`config.mk`:
```
export PLATFORM = sky130hd
export DESIGN_NAME = multi_vc_in_port_flat
export DESIGN_NICKNAME = d
export VERILOG_FILES = /design/src/rtl/multi_vc_in_port_pkg.sv /design/src/rtl/multi_vc_in_port_if.sv /design/src/rtl/multi_vc_in_port_fifo.sv /design/src/rtl/multi_vc_in_port.sv /design/src/flat_wrapper.sv
export SDC_FILE = /design/constraint.sdc
export NUM_CORES = 1
export LEC_CHECK = 0
export CAP_MARGIN = 20
export CORE_ASPECT_RATIO = 1.25
export CORE_MARGIN = 1
export CORE_UTILIZATION = 63
export CTS_CLUSTER_SIZE = 25
export DETAILED_ROUTE_END_ITERATION = 10
export PLACE_DENSITY = 0.91
export SLEW_MARGIN = 30
export SYNTH_ARGS = -nofsm -noshare
export SYNTH_HDL_FRONTEND = slang
export SYNTH_SLANG_ARGS = --single-unit
```
`constraint.sdc`:
```
create_clock -name CLK -period 6.8 [get_ports CLK]
set_input_delay 2.04 -clock CLK [delete_from_list [all_inputs] [get_ports CLK]]
set_output_delay 2.04 -clock CLK [all_outputs]
set_load 0.01 [all_outputs]
```
`src/rtl/multi_vc_in_port_pkg.sv`:
```
// rtl/multi_vc_in_port_pkg.sv - shared defaults, flit bit positions and credit types for multi_vc_in_port
`ifndef FLIT_WIDTH
`define FLIT_WIDTH 16
`endif
`ifndef FLIT_BUFFER_DEPTH
`define FLIT_BUFFER_DEPTH 4
`endif

package connect_inport_pkg;
    localparam int DEF_FLIT_W  = `FLIT_WIDTH;
    localparam int DEF_DEPTH   = `FLIT_BUFFER_DEPTH;
    localparam int DEF_NUM_VCS = 2;
    localparam int DEF_VC_W    = $clog2(DEF_NUM_VCS);

    // Flit layout: MSB is the valid bit, the bit below it marks a tail flit.
    localparam int VALID_BIT = DEF_FLIT_W - 1;
    localparam int TAIL_BIT  = DEF_FLIT_W - 2;

    // One extra bit so a counter can hold the full DEPTH value.
    typedef logic [$clog2(DEF_DEPTH):0] credit_t;

    typedef struct packed {
        logic                valid;
        logic [DEF_VC_W-1:0] vc;
    } credit_ret_t;
endpackage

```
`src/rtl/multi_vc_in_port_if.sv`:
```
// rtl/multi_vc_in_port_if.sv - device put side and router send/credit side of multi_vc_in_port
// master: device/router environment; slave: the in-port itself.
interface multi_vc_in_port_if
    import connect_inport_pkg::*;
#(
    parameter int FLIT_W = DEF_FLIT_W,
    parameter int VC_W   = DEF_VC_W
);
    logic [FLIT_W-1:0] put_flit;
    logic [VC_W-1:0]   put_vc;
    logic              put_flit_valid;
    logic              put_flit_ready;
    logic [FLIT_W-1:0] send_ports_putFlit_flit_in;
    logic              EN_send_ports_putFlit;
    logic [VC_W:0]     send_ports_getCredits;
    logic              EN_send_ports_getCredits;
    logic              credit_err;

    modport master (
        output put_flit, put_vc, put_flit_valid, send_ports_getCredits,
        input  put_flit_ready, send_ports_putFlit_flit_in, EN_send_ports_putFlit,
               EN_send_ports_getCredits, credit_err
    );

    modport slave (
        input  put_flit, put_vc, put_flit_valid, send_ports_getCredits,
        output put_flit_ready, send_ports_putFlit_flit_in, EN_send_ports_putFlit,
               EN_send_ports_getCredits, credit_err
    );
endinterface

```
`src/rtl/multi_vc_in_port_fifo.sv`:
```
// rtl/multi_vc_in_port_fifo.sv - per-VC flit FIFO (vc_flit_fifo), pointer plus maybe_full scheme
// Ports: CLK, RST_N (async active-low), wr_en/wr_data, rd_en/rd_data (head, show-ahead), full, empty.
// Callers gate wr_en with !full and rd_en with !empty.
module vc_flit_fifo
    import connect_inport_pkg::*;
#(
    parameter int DEPTH = DEF_DEPTH,
    parameter int WIDTH = DEF_FLIT_W
) (
    input  logic             CLK,
    input  logic             RST_N,
    input  logic             wr_en,
    input  logic [WIDTH-1:0] wr_data,
    input  logic             rd_en,
    output logic [WIDTH-1:0] rd_data,
    output logic             full,
    output logic             empty
);
    localparam int PTR_W = $clog2(DEPTH);

    logic [WIDTH-1:0] mem [DEPTH];
    logic [PTR_W-1:0] wr_ptr;
    logic [PTR_W-1:0] rd_ptr;
    logic             maybe_full;

    // Equal pointers are ambiguous; maybe_full remembers whether the last
    // occupancy change was a write (full) or a read (empty).
    assign full    = (wr_ptr == rd_ptr) && maybe_full;
    assign empty   = (wr_ptr == rd_ptr) && !maybe_full;
    assign rd_data = mem[rd_ptr];

    always_ff @(posedge CLK) begin
        if (wr_en) begin
            mem[wr_ptr] <= wr_data;
        end
    end

    always_ff @(posedge CLK or negedge RST_N) begin
        if (!RST_N) begin
            wr_ptr     <= '0;
            rd_ptr     <= '0;
            maybe_full <= 1'b0;
        end else begin
            if (wr_en) begin
                wr_ptr <= wr_ptr + 1'b1;
            end
            if (rd_en) begin
                rd_ptr <= rd_ptr + 1'b1;
            end
            if (wr_en != rd_en) begin
                maybe_full <= wr_en;
            end
        end
    end
endmodule

```
`src/rtl/multi_vc_in_port.sv`:
```
// rtl/multi_vc_in_port.sv - multi-VC network injection port: per-VC FIFOs and credits, round-robin send
// Ports: CLK, RST_N (async active-low); port (multi_vc_in_port_if.slave):
//   put_flit/put_vc/put_flit_valid/put_flit_ready - device side, ready = FIFO[put_vc] not full
//   send_ports_putFlit_flit_in/EN_send_ports_putFlit - registered flit and strobe to the router
//   send_ports_getCredits {valid, vc} in, EN_send_ports_getCredits tied high
//   credit_err - sticky, set by a credit return into an already-full counter
// Macro INPORT_WORMHOLE_LOCK_EN: lock the arbiter onto a VC from a non-tail grant until its tail.
`ifndef FLIT_WIDTH
`define FLIT_WIDTH 16
`endif
`ifndef FLIT_BUFFER_DEPTH
`define FLIT_BUFFER_DEPTH 4
`endif

module multi_vc_in_port
    import connect_inport_pkg::*;
#(
    parameter int NUM_VCS = DEF_NUM_VCS,
    parameter int DEPTH   = `FLIT_BUFFER_DEPTH,
    parameter int FLIT_W  = `FLIT_WIDTH
) (
    input logic              CLK,
    input logic              RST_N,
    multi_vc_in_port_if.slave port
);
    localparam int VC_W  = $clog2(NUM_VCS);
    localparam int CNT_W = $clog2(DEPTH) + 1;
    localparam int TAIL  = FLIT_W - 2;
    localparam logic [FLIT_W-1:0] VALID_MASK = {1'b1, {(FLIT_W-1){1'b0}}};

    logic [NUM_VCS-1:0] fifo_full;
    logic [NUM_VCS-1:0] fifo_empty;
    logic [NUM_VCS-1:0] eligible;
    logic [NUM_VCS-1:0] cred_ovf;
    logic [FLIT_W-1:0]  head [NUM_VCS];
    logic [CNT_W-1:0]   credit [NUM_VCS];

    logic               cred_valid;
    logic [VC_W-1:0]    cred_vc;
    logic [VC_W-1:0]    last_grant;
    logic [VC_W-1:0]    grant_vc;
    logic [VC_W-1:0]    scan_vc;
    logic               grant_valid;

    logic               en_q;
    logic [FLIT_W-1:0]  flit_q;
    logic               err_q;

    assign cred_valid = port.send_ports_getCredits[VC_W];
    assign cred_vc    = port.send_ports_getCredits[VC_W-1:0];

    // Ready looks only at the addressed FIFO; a same-cycle dequeue does not free a slot.
    assign port.put_flit_ready             = !fifo_full[port.put_vc];
    assign port.send_ports_putFlit_flit_in = flit_q;
    assign port.EN_send_ports_putFlit      = en_q;
    assign port.EN_send_ports_getCredits   = 1'b1;
    assign port.credit_err                 = err_q;

    for (genvar v = 0; v < NUM_VCS; v++) begin : g_vc
        logic             wr_en;
        logic             rd_en;
        logic             ret_hit;
        logic [CNT_W-1:0] cnt;

        assign wr_en       = port.put_flit_valid && !fifo_full[v] && (port.put_vc == VC_W'(v));
        assign rd_en       = grant_valid && (grant_vc == VC_W'(v));
        assign ret_hit     = cred_valid && (cred_vc == VC_W'(v));
        assign eligible[v] = !fifo_empty[v] && (cnt != '0);
        assign cred_ovf[v] = ret_hit && !rd_en && (cnt == CNT_W'(DEPTH));
        assign credit[v]   = cnt;

        vc_flit_fifo #(
            .DEPTH (DEPTH),
            .WIDTH (FLIT_W)
        ) u_fifo (
            .CLK     (CLK),
            .RST_N   (RST_N),
            .wr_en   (wr_en),
            .wr_data (port.put_flit),
            .rd_en   (rd_en),
            .rd_data (head[v]),
            .full    (fifo_full[v]),
            .empty   (fifo_empty[v])
        );

        // Grant and return on the same VC cancel; a return into a full counter saturates.
        always_ff @(posedge CLK or negedge RST_N) begin
            if (!RST_N) begin
                cnt <= CNT_W'(DEPTH);
            end else if (rd_en && !ret_hit) begin
                cnt <= cnt - 1'b1;
            end else if (ret_hit && !rd_en && (cnt != CNT_W'(DEPTH))) begin
                cnt <= cnt + 1'b1;
            end
        end
    end

`ifdef INPORT_WORMHOLE_LOCK_EN
    logic            lock_active;
    logic [VC_W-1:0] lock_vc;

    always_ff @(posedge CLK or negedge RST_N) begin
        if (!RST_N) begin
            lock_active <= 1'b0;
            lock_vc     <= '0;
        end else if (grant_valid) begin
            lock_active <= !head[grant_vc][TAIL];
            lock_vc     <= grant_vc;
        end
    end
`endif

    // Scan from last_grant+1 upward; the i == NUM_VCS step wraps back to last_grant,
    // giving it lowest priority. VC_W-bit arithmetic performs the modulo.
    always_comb begin
        grant_valid = 1'b0;
        grant_vc    = '0;
        scan_vc     = '0;
`ifdef INPORT_WORMHOLE_LOCK_EN
        if (lock_active) begin
            grant_valid = eligible[lock_vc];
            grant_vc    = lock_vc;
        end else begin
`else
        begin
`endif
            for (int i = 1; i <= NUM_VCS; i++) begin
                scan_vc = last_grant + VC_W'(i);
                if (!grant_valid && eligible[scan_vc]) begin
                    grant_valid = 1'b1;
                    grant_vc    = scan_vc;
                end
            end
        end
    end

    always_ff @(posedge CLK or negedge RST_N) begin
        if (!RST_N) begin
            last_grant <= '0;
            en_q       <= 1'b0;
            flit_q     <= '0;
            err_q      <= 1'b0;
        end else begin
            en_q   <= grant_valid;
            flit_q <= grant_valid ? (head[grant_vc] | VALID_MASK) : '0;
            err_q  <= err_q | (|cred_ovf);
            if (grant_valid) begin
                last_grant <= grant_vc;
            end
        end
    end
endmodule
```
`src/flat_wrapper.sv`:
```
// flat-port wrapper written by rule: the top's interface ports become plain ports
module multi_vc_in_port_flat import connect_inport_pkg::*;
#(
    parameter int NUM_VCS = DEF_NUM_VCS,
    parameter int DEPTH   = `FLIT_BUFFER_DEPTH,
    parameter int FLIT_W  = `FLIT_WIDTH
)
  (CLK, RST_N, port_put_flit, port_put_vc, port_put_flit_valid, port_send_ports_getCredits, port_put_flit_ready, port_send_ports_putFlit_flit_in, port_EN_send_ports_putFlit, port_EN_send_ports_getCredits, port_credit_err);
  multi_vc_in_port_if #(.FLIT_W(FLIT_W)) port_i ();
  input logic CLK;
  input logic RST_N;
  input wire logic [$bits(port_i.put_flit)-1:0] port_put_flit;
  input wire logic [$bits(port_i.put_vc)-1:0] port_put_vc;
  input wire logic [$bits(port_i.put_flit_valid)-1:0] port_put_flit_valid;
  input wire logic [$bits(port_i.send_ports_getCredits)-1:0] port_send_ports_getCredits;
  output wire logic [$bits(port_i.put_flit_ready)-1:0] port_put_flit_ready;
  output wire logic [$bits(port_i.send_ports_putFlit_flit_in)-1:0] port_send_ports_putFlit_flit_in;
  output wire logic [$bits(port_i.EN_send_ports_putFlit)-1:0] port_EN_send_ports_putFlit;
  output wire logic [$bits(port_i.EN_send_ports_getCredits)-1:0] port_EN_send_ports_getCredits;
  output wire logic [$bits(port_i.credit_err)-1:0] port_credit_err;
  assign port_i.put_flit = port_put_flit;
  assign port_i.put_vc = port_put_vc;
  assign port_i.put_flit_valid = port_put_flit_valid;
  assign port_i.send_ports_getCredits = port_send_ports_getCredits;
  assign port_put_flit_ready = port_i.put_flit_ready;
  assign port_send_ports_putFlit_flit_in = port_i.send_ports_putFlit_flit_in;
  assign port_EN_send_ports_putFlit = port_i.EN_send_ports_putFlit;
  assign port_EN_send_ports_getCredits = port_i.EN_send_ports_getCredits;
  assign port_credit_err = port_i.credit_err;
  multi_vc_in_port #(.NUM_VCS(NUM_VCS), .DEPTH(DEPTH), .FLIT_W(FLIT_W)) u_core (.CLK(CLK), .RST_N(RST_N), .port(port_i));
endmodule
```
==> impl_metrics.tcl, run 1 <==
set metrics [dict create \
    status "finished clean" \
    ys_seq_elements 154 \
    htreeDepth 4 \
    globalRouteOverflowTotal 0 \
    syn_to_final_growth_pct 16.56 \
    avgViaCountPerCell 6.187 \
    tns_ns 0 \
    wire_per_inst_um 23.02 \
    yosys_most_used_dff "edfxtp_1" \
    cts_tree "built" \
    rsz0062_at_grt "false" \
    synth_cell_types 49 \
    place_hpwl_um 6637 \
    placed_cell_area_um2 6708 \
    endpoint_kind "output port" \
    grt_usage_pct 25.38 \
    critPathKind "in -> out" \
    path_max_fanout 6 \
    drt_pass1_iterations 4 \
    dpl_worst_slack_ns 1.201 \
    antenna_found_initial 0 \
    clk_pin_slew_ns 0.06 \
    dr.first_iter.drc_count 244 \
    antennaDiodeCount 0 \
    worstMarginPinSlew_ns 0.9946 \
    fmax_mhz 178.0 \
    yosysSeqAreaShare_pct 71.25 \
    drv_cap 0 \
    ant_nets 0 \
    synthArstFlopShare_pct 22.08 \
    post_cts_buffers 0 \
    required_ns 4.76 \
    period_share_pct 82.63 \
    clk_path_buf_depth 2 \
    fin_ws_ns 1.181 \
    die-area_um2 10330 \
    ys_warn_count 0 \
    syn_nets 366 \
    synthCells 334 \
    rows 40 \
    root_buffer "clkbuf_16" \
    maxSlewViolCount 0 \
    crit_arrival_ns 3.58 \
    cts_made_buffers 17 \
    coreArea_um2 9609 \
    place_congestion 0.7743 \
    startpoint_type "input port" \
    slew_headroom_pct 33.69 \
    vias 3211 \
    grt_pass1_wl_um 18530 \
    design_area_um2 7291 \
    finalSetupViolCount 0 \
    io_pins 42 \
    grt_pass1_vias 3372 \
    clk_latency_ns 0.42 \
    start_util_pct 65.09 \
    drt_wl_total_um 11950 \
    hold_viol 0 \
    cts_num_sinks 154 \
    max-vdd-ir-drop_mv 0.3292 \
    portBuffers 39 \
    p_leak_nw 2.624 \
    post_cts_resized 0 \
    min_path_type "reg -> reg" \
    synth_edf_count 120 \
    min_period_ns 5.619 \
    drive_gt1_share_pct 17.30 \
    cts_hold_buf 0 \
    postSynthAreaPerCell_um2 18.73 \
    fin_worst_skew_ns 0.007766 \
    die_w_um 91.12 \
    syn-cell-area_um2 6255 \
    drc_errors 0 \
    grt_max_degree 35 \
    die_h_um 113.4 \
    nets 412 \
    p_per_area_nw_per_um2 490.1 \
]
## per-layer routing
metal	wire length (µm)	GRT usage, %
met1	4844	33.60
met3	748	6.067
met4	201	10.16
met5	0	0
met2	6154	41.46
## cells by family (layout without fill, tap and decap cells)
kind of cell | count (synthesis) | after routing | synth area share (%)
compound gates | 42 | 42 | 5.341
xor+xnor | 12 | 12 | 2.160
fa+ha+maj | 12 | 12 | 2.581
buf+inv | 27 | 86 | 2.520
flops | 154 | 154 | 71.25
mux | 35 | 35 | 12.10
other cells | 1 | 1 | 0.05995
simple gates | 51 | 51 | 3.981
## registers in the layout (all words and copies together) (netlist names)
signal                                  cells
u_core.g_vc.u_fifo.wr_ptr                   4
u_core.port.EN_send_ports_putFlit           1
u_core.g_vc.u_fifo.mem                    120
u_core.last_grant                           1
u_core.port.send_ports_putFlit_flit_in     15
u_core.g_vc.cnt                             6
u_core.g_vc.u_fifo.rd_ptr                   4
u_core.port.credit_err                      1
u_core.g_vc.u_fifo.maybe_full               2
## per-stage QoR
stage / std cells / hold slack (ns) / power, W / utilization (%)
after floorplan: 334 / 0.4783 / 0.002324 / -
after global placement: 487 / 0.4567 / 0.002584 / 69.80
after detailed placement: 487 / 0.4748 / 0.002655 / 69.80
after CTS: 519 / 0.4892 / 0.003590 / 75.85
after global routing: 519 / 0.5006 / 0.003750 / 75.87
final: 519 / 0.4781 / 0.003573 / 75.87
## cell usage in the layout (no fill, tap or decap), types with 3 or more instances in the layout
cell               n
nor2_1             8
a22o_1            10
edfxtp_1         120
and3_1             6
mux4_2            22
bufinv_16          3
clkbuf_16         17
dfrtp_1           32
a21oi_1           12
clkbuf_1           4
clkinv_2           4
xnor2_1            8
buf_4              3
mux4_1             8
a31oi_1            3
mux2i_1            4
ha_1               8
nand2_1           20
inv_1             12
nor3_1             3
clkdlybuf4s50_1   38
## power by group
group	total (W)	switching, W	internal (W)
Clock	0.000927	0.000345	0.000582
Sequential	0.00135	0.000120	0.00123
Combinational	0.00130	0.000703	0.000597
Total	0.00357	0.00117	0.00240
## critical path, stage by stage
cell,delay [ns]
clkdlybuf4s50_1,0.44
a31oi_1,0.37
or2_2,0.20
clkdlybuf4s50_1,0.53
## final timing paths
| kind | start | endpoint | slack, ns | cells after the start |
|---|---|---|---|---|
| max in group asynchronous | RST_N | u_core.port.send_ports_putFlit_flit_in[14] | 4.54 | 1 |
| max | port_put_vc | port_put_flit_ready | 1.18 | 4 |
| min reg2reg | u_core.port.credit_err | u_core.port.credit_err | 0.48 | 2 |
| min | u_core.port.credit_err | u_core.port.credit_err | 0.48 | 2 |
| max reg2reg | u_core.g_vc[0].u_fifo.rd_ptr[1] | u_core.g_vc[0].cnt[2] | 3.36 | 8 |
| min in group asynchronous | RST_N | u_core.g_vc[0].u_fifo.rd_ptr[1] | 1.73 | 1 |
## Yosys cell counts, types with 3 or more instances
| cell type | number | share of area (%) |
|---|---|---|
| buf_6 | 5 | 0.90 |
| mux2i_1 | 4 | 0.64 |
| dfrtp_1 | 32 | 13 |
| nor3_1 | 3 | 0.24 |
| a21oi_1 | 12 | 0.96 |
| a22o_1 | 10 | 1.4 |
| xnor2_1 | 8 | 1.1 |
| buf_4 | 4 | 0.48 |
| and3_1 | 8 | 0.80 |
| mux4_1 | 8 | 3.4 |
| buf_2 | 3 | 0.24 |
| mux4_2 | 22 | 7.9 |
| nand2_1 | 20 | 1.2 |
| inv_1 | 12 | 0.72 |
| a31oi_1 | 3 | 0.30 |
| ha_1 | 8 | 1.6 |
| nor2_1 | 8 | 0.48 |
| edfxtp_1 | 120 | 58 |
## layout make-up
type	count	area, µm²
tap	126	157.7
timing repair buffer	42	407.9
clock buffer	22	454.2
sequential	154	4457
fill	562	2318
multi-input combinational	153	1643
clock inverter	10	126.4
inverter	12	45.04
Power figures use the tool's default switching activity.
==> inputs of run 2 (changes only) <==
--- a/config.mk
+++ b/config.mk
@@ -8,10 +8,10 @@
 export CAP_MARGIN = 20
 export CORE_ASPECT_RATIO = 1.25
 export CORE_MARGIN = 1
-export CORE_UTILIZATION = 63
+export CORE_UTILIZATION = 53
 export CTS_CLUSTER_SIZE = 25
 export DETAILED_ROUTE_END_ITERATION = 10
-export PLACE_DENSITY = 0.91
+export PLACE_DENSITY = 0.83
 export SLEW_MARGIN = 30
 export SYNTH_ARGS = -nofsm -noshare
 export SYNTH_HDL_FRONTEND = slang
==> constraint.sdc (replaced) <==
create_clock -name CLK -period 4.54 [get_ports CLK]
set_input_delay 1.362 -clock CLK [delete_from_list [all_inputs] [get_ports CLK]]
set_output_delay 1.362 -clock CLK [all_outputs]
set_load 0.01 [all_outputs]
==> run 2 against run 1 <==
- clock skew barely moved
- die area grew 18%
- global-route usage fell by 3.8 points
- power rose by 49%
- count of clock-buffer cells in the layout is 1 lower
- non-clock buffer count rose by 5
- sequential share of layout area is 0.30 points lower
- hold slack gained 0.013 ns
- combinational power is 55% higher
- utilization fell by 12 points
- critical path type unchanged
- critical endpoint unchanged
==> impl_metrics.tcl, run 2 (synthesis gave the netlist of run 1 again) <==
set metrics [dict create \
    htreeDepth 4 \
    rsz0062_at_grt "false" \
    min_period_ns 4.245 \
    cts_tree "built" \
    top_register "u_core.g_vc.u_fifo.mem" \
    drc_errors 0 \
    tns_ns 0 \
    final_cell_mix "edfxtp_1, clkdlybuf4s50_1, dfrtp_1" \
    finalSetupViolCount 0 \
    grt_pass1_vias 3285 \
    cts_hold_buf 0 \
    place_congestion 0.7341 \
    critPathSlowestCell "clkdlybuf4s50_1" \
    required_ns 3.18 \
    start_util_pct 54.10 \
    worstMarginPinSlew_ns 0.9586 \
    rows 44 \
    die_w_um 99.17 \
    grt_usage_pct 21.57 \
    status "finished clean" \
    die-area_um2 12240 \
    maxSlewViolCount 0 \
    period_share_pct 93.49 \
    min_path_type "reg -> reg" \
    hold_viol 0 \
    grt.met2_usage_pct 35.93 \
    syn_to_final_growth_pct 17.14 \
    portBuffers 39 \
    busiest_layer "met2" \
    grt_pass1_wl_um 18360 \
    globalRouteOverflowTotal 0 \
    dr.first_iter.drc_count 237 \
    power_w 0.005325 \
    cts_made_buffers 17 \
    cp_top_family "buffers and inverters" \
    coreArea_um2 11560 \
    grt_max_degree 35 \
    critPathKind "in -> out" \
    clk_pin_slew_ns 0.06 \
    cts_num_sinks 154 \
    p_leak_nw 2.642 \
    endpoint_kind "output port" \
    path_max_fanout 6 \
    met1_usage_pct 27.21 \
    die_h_um 123.5 \
    nFillCells 784 \
    fmax_mhz 235.6 \
    final_common_cell "edfxtp_1" \
    cpPeakStageDelay_ns 0.53 \
    path_buf_inv 2 \
    path_common_cell "clkdlybuf4s50_1" \
    post_cts_buffers 0 \
    ant_nets 0 \
    root_buffer "clkbuf_16" \
    slew_headroom_pct 36.09 \
    avgViaCountPerCell 5.871 \
    post_cts_resized 0 \
    use_met3_pct 5.596 \
    crit_arrival_ns 2.88 \
    clk_path_buf_depth 2 \
    drt_pass1_iterations 4 \
    wire_per_inst_um 21.97 \
    place_hpwl_um 6899 \
    largest_reg_flops 120 \
    fin_worst_skew_ns 0.007691 \
    path_cells "clkdlybuf4s50_1 -> a31oi_1 -> or2_2 -> clkdlybuf4s50_1" \
    drv_cap 0 \
    io_pins 42 \
    max-vdd-ir-drop_mv 0.3133 \
    nets 417 \
    drive_gt1_share_pct 19.10 \
    drt_wl_total_um 11780 \
    startpoint_type "input port" \
    vias 3147 \
    clk_latency_ns 0.42 \
    antenna_found_initial 0 \
    p_per_area_nw_per_um2 726.7 \
    antennaDiodeCount 0 \
]
[run 2: cell count changes in the layout (fill, tap and decap cells not counted), sizes merged]
| cell | change |
|---|---|
| clkinvlp | +2 |
| buf | +5 |
| bufinv | -2 |
| clkbuf | -1 |
| clkinv | +1 |
[run 2: report_power, final]
| part | switching, W | internal (W) | leakage (nW) |
|---|---|---|---|
| logic | 0.00110 | 0.000919 | 0.875 |
| registers | 0.000143 | 0.00184 | 1.49 |
| clock network | 0.000537 | 0.000794 | 0.279 |
[run 2: path summary, 6_finish.rpt]
path,start,to,slack [ns],cells after the start
hold / removal,u_core.port.credit_err,u_core.port.credit_err,0.49,2
max in group asynchronous,RST_N,u_core.port.send_ports_putFlit_flit_in[12],2.98,1
min in group asynchronous,RST_N,u_core.port.send_ports_putFlit_flit_in[3],1.04,1
hold reg to reg,u_core.port.credit_err,u_core.port.credit_err,0.49,2
setup reg to reg,u_core.g_vc[0].u_fifo.rd_ptr[0],u_core.g_vc[1].cnt[2],1.63,10
setup / recovery,port_put_vc,port_put_flit_ready,0.30,4
[run 2: metrics by stage]
| step | setup WS [ns] | instance area [µm²] | cells | util, % | hold slack (ns) |
|---|---|---|---|---|---|
| floorplan | 1.368 | 6255 | 334 | - | 0.4783 |
| global placement | 0.3830 | 6760 | 504 | 58.47 | 0.4610 |
| detailed placement | 0.3415 | 6760 | 504 | 58.47 | 0.4750 |
| CTS | 0.3140 | 7327 | 536 | 63.38 | 0.4885 |
| global route | 0.2164 | 7327 | 536 | 63.38 | 0.5106 |
| finish | 0.2953 | 7327 | 536 | 63.38 | 0.4915 |
[run 2: layer usage]
layer | vias up | share of wire [%] | routed length [µm]
met5 | - | 0 | 0
met4 | 0 | 1.3 | 149
met3 | 9 | 5.4 | 636
met2 | 105 | 54 | 6375
met1 | 1622 | 39 | 4612
li1 | 1411 | - | -
[run 2: area by class of cell]
type / instances / area [µm²] / area share, %
Sequential cell: 154 / 4457 / 60.83
Multi-Input combinational cell: 153 / 1640 / 22.39
Clock buffer: 21 / 470.5 / 6.421
Timing Repair Buffer: 47 / 445.4 / 6.079
Tap cell: 138 / 172.7 / 2.357
Clock inverter: 11 / 96.34 / 1.315
Inverter: 12 / 45.04 / 0.6148
[run 2: worst reg2reg max path, stage by stage, from the launching register on]
cell and delay, ns:
dfrtp_1 0.36, buf_4 0.24, xnor2_2 0.26, a311oi_4 0.18, nor2_4 0.51, nand2_1 0.20
fa_1 0.52, nor2_1 0.13, o21a_1 0.16, a41oi_1 0.06, o221ai_1 0.21
==> inputs of run 3 (changes only) <==
--- a/config.mk
+++ b/config.mk
@@ -12,7 +12,6 @@
 export CTS_CLUSTER_SIZE = 25
 export DETAILED_ROUTE_END_ITERATION = 10
 export PLACE_DENSITY = 0.83
-export SLEW_MARGIN = 30
 export SYNTH_ARGS = -nofsm -noshare
 export SYNTH_HDL_FRONTEND = slang
 export SYNTH_SLANG_ARGS = --single-unit
==> results of run 3 <==
The final DEF is identical to that of run 2; final timing and power are the same.
==> patch 1: new RTL, flow settings as in run 3 <==
Set the macro `FLIT_BUFFER_DEPTH` to 2 (it was 4).
--- a/src/rtl/multi_vc_in_port_pkg.sv
+++ b/src/rtl/multi_vc_in_port_pkg.sv
@@ -3,7 +3,7 @@
 `define FLIT_WIDTH 16
 `endif
 `ifndef FLIT_BUFFER_DEPTH
-`define FLIT_BUFFER_DEPTH 4
+`define FLIT_BUFFER_DEPTH 2
 `endif
 
 package connect_inport_pkg;
Behaviour: not the same (Yosys sat finds a counterexample within 10 cycles, from zero or initial values and one cycle with RST_N low).
==> patch 1 against run 3 <==
Synthesized area shrank 44%; cell area shrank 43%; total power shrank 48%; synthesized cell count shrank 35%; worst setup slack gained 250 ps; routed wire length shrank 50%; sequential cell count shrank 66; critical path depth is the same; largest cell class unchanged; largest power group is now sequential cells.
==> patch 1: results (changes against run 3) <==
* Status: finished, final reports clean
* CP max FO at 4 (-2)
* Pre-CTS setup slack at 551 ps (+210 ps)
* Worst R2R End: u_core.g_vc[0].u_fifo.mem[1][2]$_DFFE_PP_
* Slowest stage delay, CP at 550 ps (+20 ps)
* Met3 GRT Util at 3.48% (-2.1 points)
* Vias in the first global route at 1,966 (-40%)
* Largest net degree at the start of global routing at 29 (-17%)
* R2r setup slk at 2480 ps (+850 ps)
* Reg2Reg Depth at 4 (-6)
* Crit path DAT at 2630 ps (-250 ps)
* Leakage at 1.52 nW (-42%)
* Maximum clock frequency at 250 MHz (+6.2%)
* Cts bufs inserted at 9 (-8)
* First-pass GRT wire length at 9650 um (-47%)
* Clock-pin slew on the worst setup and hold paths at 80 ps (+20 ps)
* Final nets at 280 (-33%)
* Max reg flops at 60 (-50%)
* IO Port Bufs at 39 (unchanged)
* Clock Tree Root: clkbuf_8
* Layout cells sized above 1 at 13.3% (-5.8 points)
* Reg2reg start: u_core.g_vc[0].u_fifo.wr_ptr$_DFFE_PN0P_
* Cells on Worst Hold Path at 1 (-1)
* GPL Wtd Cong at 0.762 (+3.9%)
* Met1 Usage GRT at 24.3% (-2.9 points)
* Final HPWL DP at 3600 um (-48%)
* Vias/cell at 5.47 (-6.8%)
* Total global-route track usage at 19.7% (-1.8 points)
* Netlist cell types at 48 (-2.0%)
* H-tree Lvls at 3 (-1)
* Syn Nets at 238 (-35%)
* Number of flops mapped to enable cells by yosys at 60 (-50%)
* Most frequent cells after synthesis: edfxtp_1 (60), mux2i_1 (27), dfrtp_1 (26)
* Fill count at 464 (-41%)
* Area contributors post-synth: edfxtp_1 (52%), dfrtp_1 (19%), mux2i_1 (7.8%), o22ai_1 (2.2%), dfstp_2 (1.5%)
* DRT Pass-1 Iters at 4 (unchanged)
* Clk buf depth at 2 (unchanged)
* Met2 Track Usage GR at 32.7% (-3.3 points)
* Final Skew at 7.57 ps (-0.117 ps)
* 1st-iter DRT viols at 60 (-75%)
* Routed Wire Length at 5910 um (-50%)
* Async SR Flop Fraction at 31.8% (+9.7 points)
* Worst-skew pair later-pin latency at 350 ps (-70 ps)
* Register area share after synthesis at 72.0% (+0.73 points)
* Max VDD drop at 0.000325 V (+3.9%)
* Worst Tran Pin Value at 800 ps (-158 ps)
-- patch 1: worst min path at each step --
| stage | start | to |
|---|---|---|
| 2_1_floorplan | u_core.g_vc[1].u_fifo.mem[0][0]$_DFFE_PP_ | u_core.port.send_ports_putFlit_flit_in[0]$_DFF_PN0_ |
| 3_3_place_gp | u_core.port.credit_err$_DFF_PN0_ | u_core.port.credit_err$_DFF_PN0_ |
| 3_5_place_dp | u_core.port.credit_err$_DFF_PN0_ | u_core.port.credit_err$_DFF_PN0_ |
| 4_1_cts | u_core.port.credit_err$_DFF_PN0_ | u_core.port.credit_err$_DFF_PN0_ |
| 5_1_grt | u_core.port.credit_err$_DFF_PN0_ | u_core.port.credit_err$_DFF_PN0_ |
| 6_report | u_core.port.credit_err$_DFF_PN0_ | u_core.port.credit_err$_DFF_PN0_ |
-- patch 1: where the power goes --
part / internal, W / total (W) / switching, W
Combinational: 0.000467 / 0.00104 / 0.000569
Clock: 0.000270 / 0.000540 / 0.000270
Sequential: 0.00107 / 0.00119 / 0.000115
Total: 0.00181 / 0.00277 / 0.000954
-- patch 1: cell type report --
| class | instances | area share [%] |
|---|---|---|
| clock buffers | 10 | 3.32 |
| well taps | 85 | 2.57 |
| clock inverters | 6 | 1.60 |
| multi-input cells | 113 | 21.6 |
| repair buffers | 43 | 10.1 |
| flip-flops and latches | 88 | 60.5 |
| inverters | 3 | 0.272 |
-- patch 1: worst max-delay path: cells and delay by family --
kind | cells | cell delay (ps)
and+or+nand+nor | 1 | 70
AOI/OAI and AO/OA | 1 | 130
buffers and inverters | 2 | 1070
-- patch 1: logic make-up (layout without fill, tap and decap cells) --
kind of cell / Yosys count / in the layout / synth area share [%]
mux: 27 / 27 / 7.77
simple gates: 36 / 36 / 6.11
other cells: 1 / 1 / 0.108
buf+inv: 15 / 62 / 2.27
xor+xnor: 7 / 7 / 2.19
compound gates: 40 / 40 / 8.92
fa+ha+maj: 2 / 2 / 0.647
flops: 88 / 88 / 72.0
-- patch 1: routing by layer --
metal	vias to the layer above	share of wire, %
met3	12	3.6
met2	47	52
met4	0	1.9
met1	940	43
li1	906	-
met5	-	0
-- patch 1: per-stage QoR --
stage | area [um2] | cells | power, W | utilization [%] | hold slack [ps]
2_1_floorplan | 3480 | 216 | 0.00193 | - | 507
3_3_place_gp | 3940 | 332 | 0.00221 | 63.1 | 458
3_5_place_dp | 3940 | 332 | 0.00224 | 63.1 | 467
4_1_cts | 4140 | 348 | 0.00279 | 66.3 | 487
5_1_grt | 4140 | 348 | 0.00292 | 66.3 | 508
6_report | 4140 | 348 | 0.00277 | 66.3 | 483
==> patch 2: new RTL, flow settings as in run 3 <==
Made on the original files. `flit_q` no longer has a reset.
--- a/src/rtl/multi_vc_in_port.sv
+++ b/src/rtl/multi_vc_in_port.sv
@@ -138,15 +138,17 @@
         if (!RST_N) begin
             last_grant <= '0;
             en_q       <= 1'b0;
-            flit_q     <= '0;
             err_q      <= 1'b0;
         end else begin
             en_q   <= grant_valid;
-            flit_q <= grant_valid ? (head[grant_vc] | VALID_MASK) : '0;
             err_q  <= err_q | (|cred_ovf);
             if (grant_valid) begin
                 last_grant <= grant_vc;
             end
         end
     end
+
+    always_ff @(posedge CLK) begin
+        flit_q <= grant_valid ? (head[grant_vc] | VALID_MASK) : '0;
+    end
 endmodule
Check against the original RTL: differs if RST_N is asserted again (counterexample within 4 cycles, from zero or initial values and one cycle with RST_N low); with RST_N held inactive, the same outputs for 4 cycles.
==> patch 2 against run 3 <==
Synthesized area decreased by 0.94%; cell area increased by 0.34%; critical endpoint unchanged; global-route usage decreased by 0.54 points; total power increased by 2.6%; largest cell class unchanged; worst setup slack improved by 71 ps; sequential cell count increased by 1; maximum frequency increased by 1.7%; routed wire length decreased by 1.2%.
==> patch 2: results (changes against run 3) <==
* 1st-iter DRT viols at 249 (+5.1%)
* Largest net degree at the start of global routing at 20 (-43%)
* Reg2Reg Depth at 9 (-1)
* Layout cells sized above 1 at 18.3% (-0.76 points)
* Netlist cell types at 47 (-4.1%)
* Placed instance count at 523 (+3.8%)
* Via count at 3,233 (+2.7%)
* Number of flops mapped to enable cells by yosys at 120 (unchanged)
* GPL Wtd Cong at 0.720 (-1.9%)
* Vias/cell at 5.83 (-0.78%)
* Vias in the first global route at 3,407 (+3.7%)
* Status: finished, final reports clean
* Max VDD drop at 0.000393 V (+25%)
* Leakage at 2.61 nW (-1.2%)
* Final nets at 439 (+5.3%)
* Fill count at 746 (-4.8%)
* Cells after synthesis at 354 (+6.0%)
* Routed len/inst at 21.0 um (-4.6%)
* Syn Nets at 386 (+5.5%)
* Register area share after synthesis at 71.0% (-0.21 points)
* Async SR Flop Fraction at 12.3% (-9.8 points)
* Most frequent cells after synthesis: edfxtp_1 (120), nand2_1 (39), mux4_2 (27)
* Worst Tran Pin Value at 1000 ps (+42.2 ps)
* Area contributors post-synth: edfxtp_1 (58%), mux4_2 (9.8%), dfrtp_1 (6.9%), dfxtp_1 (5.2%), nand2_1 (2.4%)
* Final Skew at 8.81 ps (+1.12 ps)
* Pre-CTS setup slack at 375 ps (+33.1 ps)
patch 2: kinds of logic (layout without fill, tap and decap cells):
logic type                 Yosys count  after routing  synth area share (%)
AOI/OAI and AO/OA                   41             41                  4.28
xor gates and xnor gates            12             12                  2.24
and+or+nand+nor                     72             72                  5.61
adders and majority gates           12             12                  2.61
other                                1              1                0.0605
buffers and inverters               27             93                  2.38
muxes                               34             34                  11.8
DFF                                155            155                  71.0
patch 2: path summary, 6_finish.rpt:
check	start	end	slack, ps
worst min register to register	u_core.port.credit_err$_DFF_PN0_	u_core.port.credit_err$_DFF_PN0_	470
worst min-delay path	u_core.port.credit_err$_DFF_PN0_	u_core.port.credit_err$_DFF_PN0_	470
max in group asynchronous	RST_N	u_core.g_vc[1].u_fifo.rd_ptr[1]$_DFFE_PN0P_	2530
worst max-delay path	port_put_vc	port_put_flit_ready	370
worst max register to register	u_core.g_vc[0].u_fifo.rd_ptr[1]$_DFFE_PN0P_	u_core.g_vc[1].cnt[2]$_DFFE_PN1P_	1950
min in group asynchronous	RST_N	u_core.g_vc[0].cnt[0]$_DFFE_PN0P_	1460
patch 2: area by class of cell:
class | instances | area (um2) | share of cell area (%)
Sequential cell | 155 | 4400 | 59.9
Multi-Input combinational cell | 172 | 1650 | 22.4
Timing Repair Buffer | 49 | 465 | 6.33
Clock buffer | 18 | 429 | 5.84
Clock inverter | 14 | 195 | 2.65
Tap cell | 135 | 169 | 2.30
Inverter | 12 | 45.0 | 0.613
patch 2: power breakdown:
| part | switching (W) | leakage, nW | internal, W |
|---|---|---|---|
| sequential | 0.000146 | 1.44 | 0.00185 |
| clock | 0.000544 | 0.296 | 0.000922 |
| combinational | 0.00110 | 0.873 | 0.000901 |
| total | 0.00179 | 2.61 | 0.00367 |
patch 2: through the flow:
step	power (W)	utilization (%)	instance area, um2
after detailed placement	0.00403	59.8	6730
after floorplan	0.00346	-	6200
after global routing	0.00575	65.4	7350
final	0.00546	65.4	7350
after CTS	0.00552	65.4	7350
after global placement	0.00394	59.8	6730
patch 2: metal layers:
metal	up-vias	wire (um)	global-route usage, %
met4	0	274	12.4
met1	1652	4630	26.0
met3	16	533	4.44
met5	-	0	0
li1	1465	-	-
met2	100	6190	34.6
patch 2: worst min-delay path, stage by stage, from the launching register on:
cell and delay [ps]:
dfrtp_1 340, a31oi_1 40, o31ai_1 50
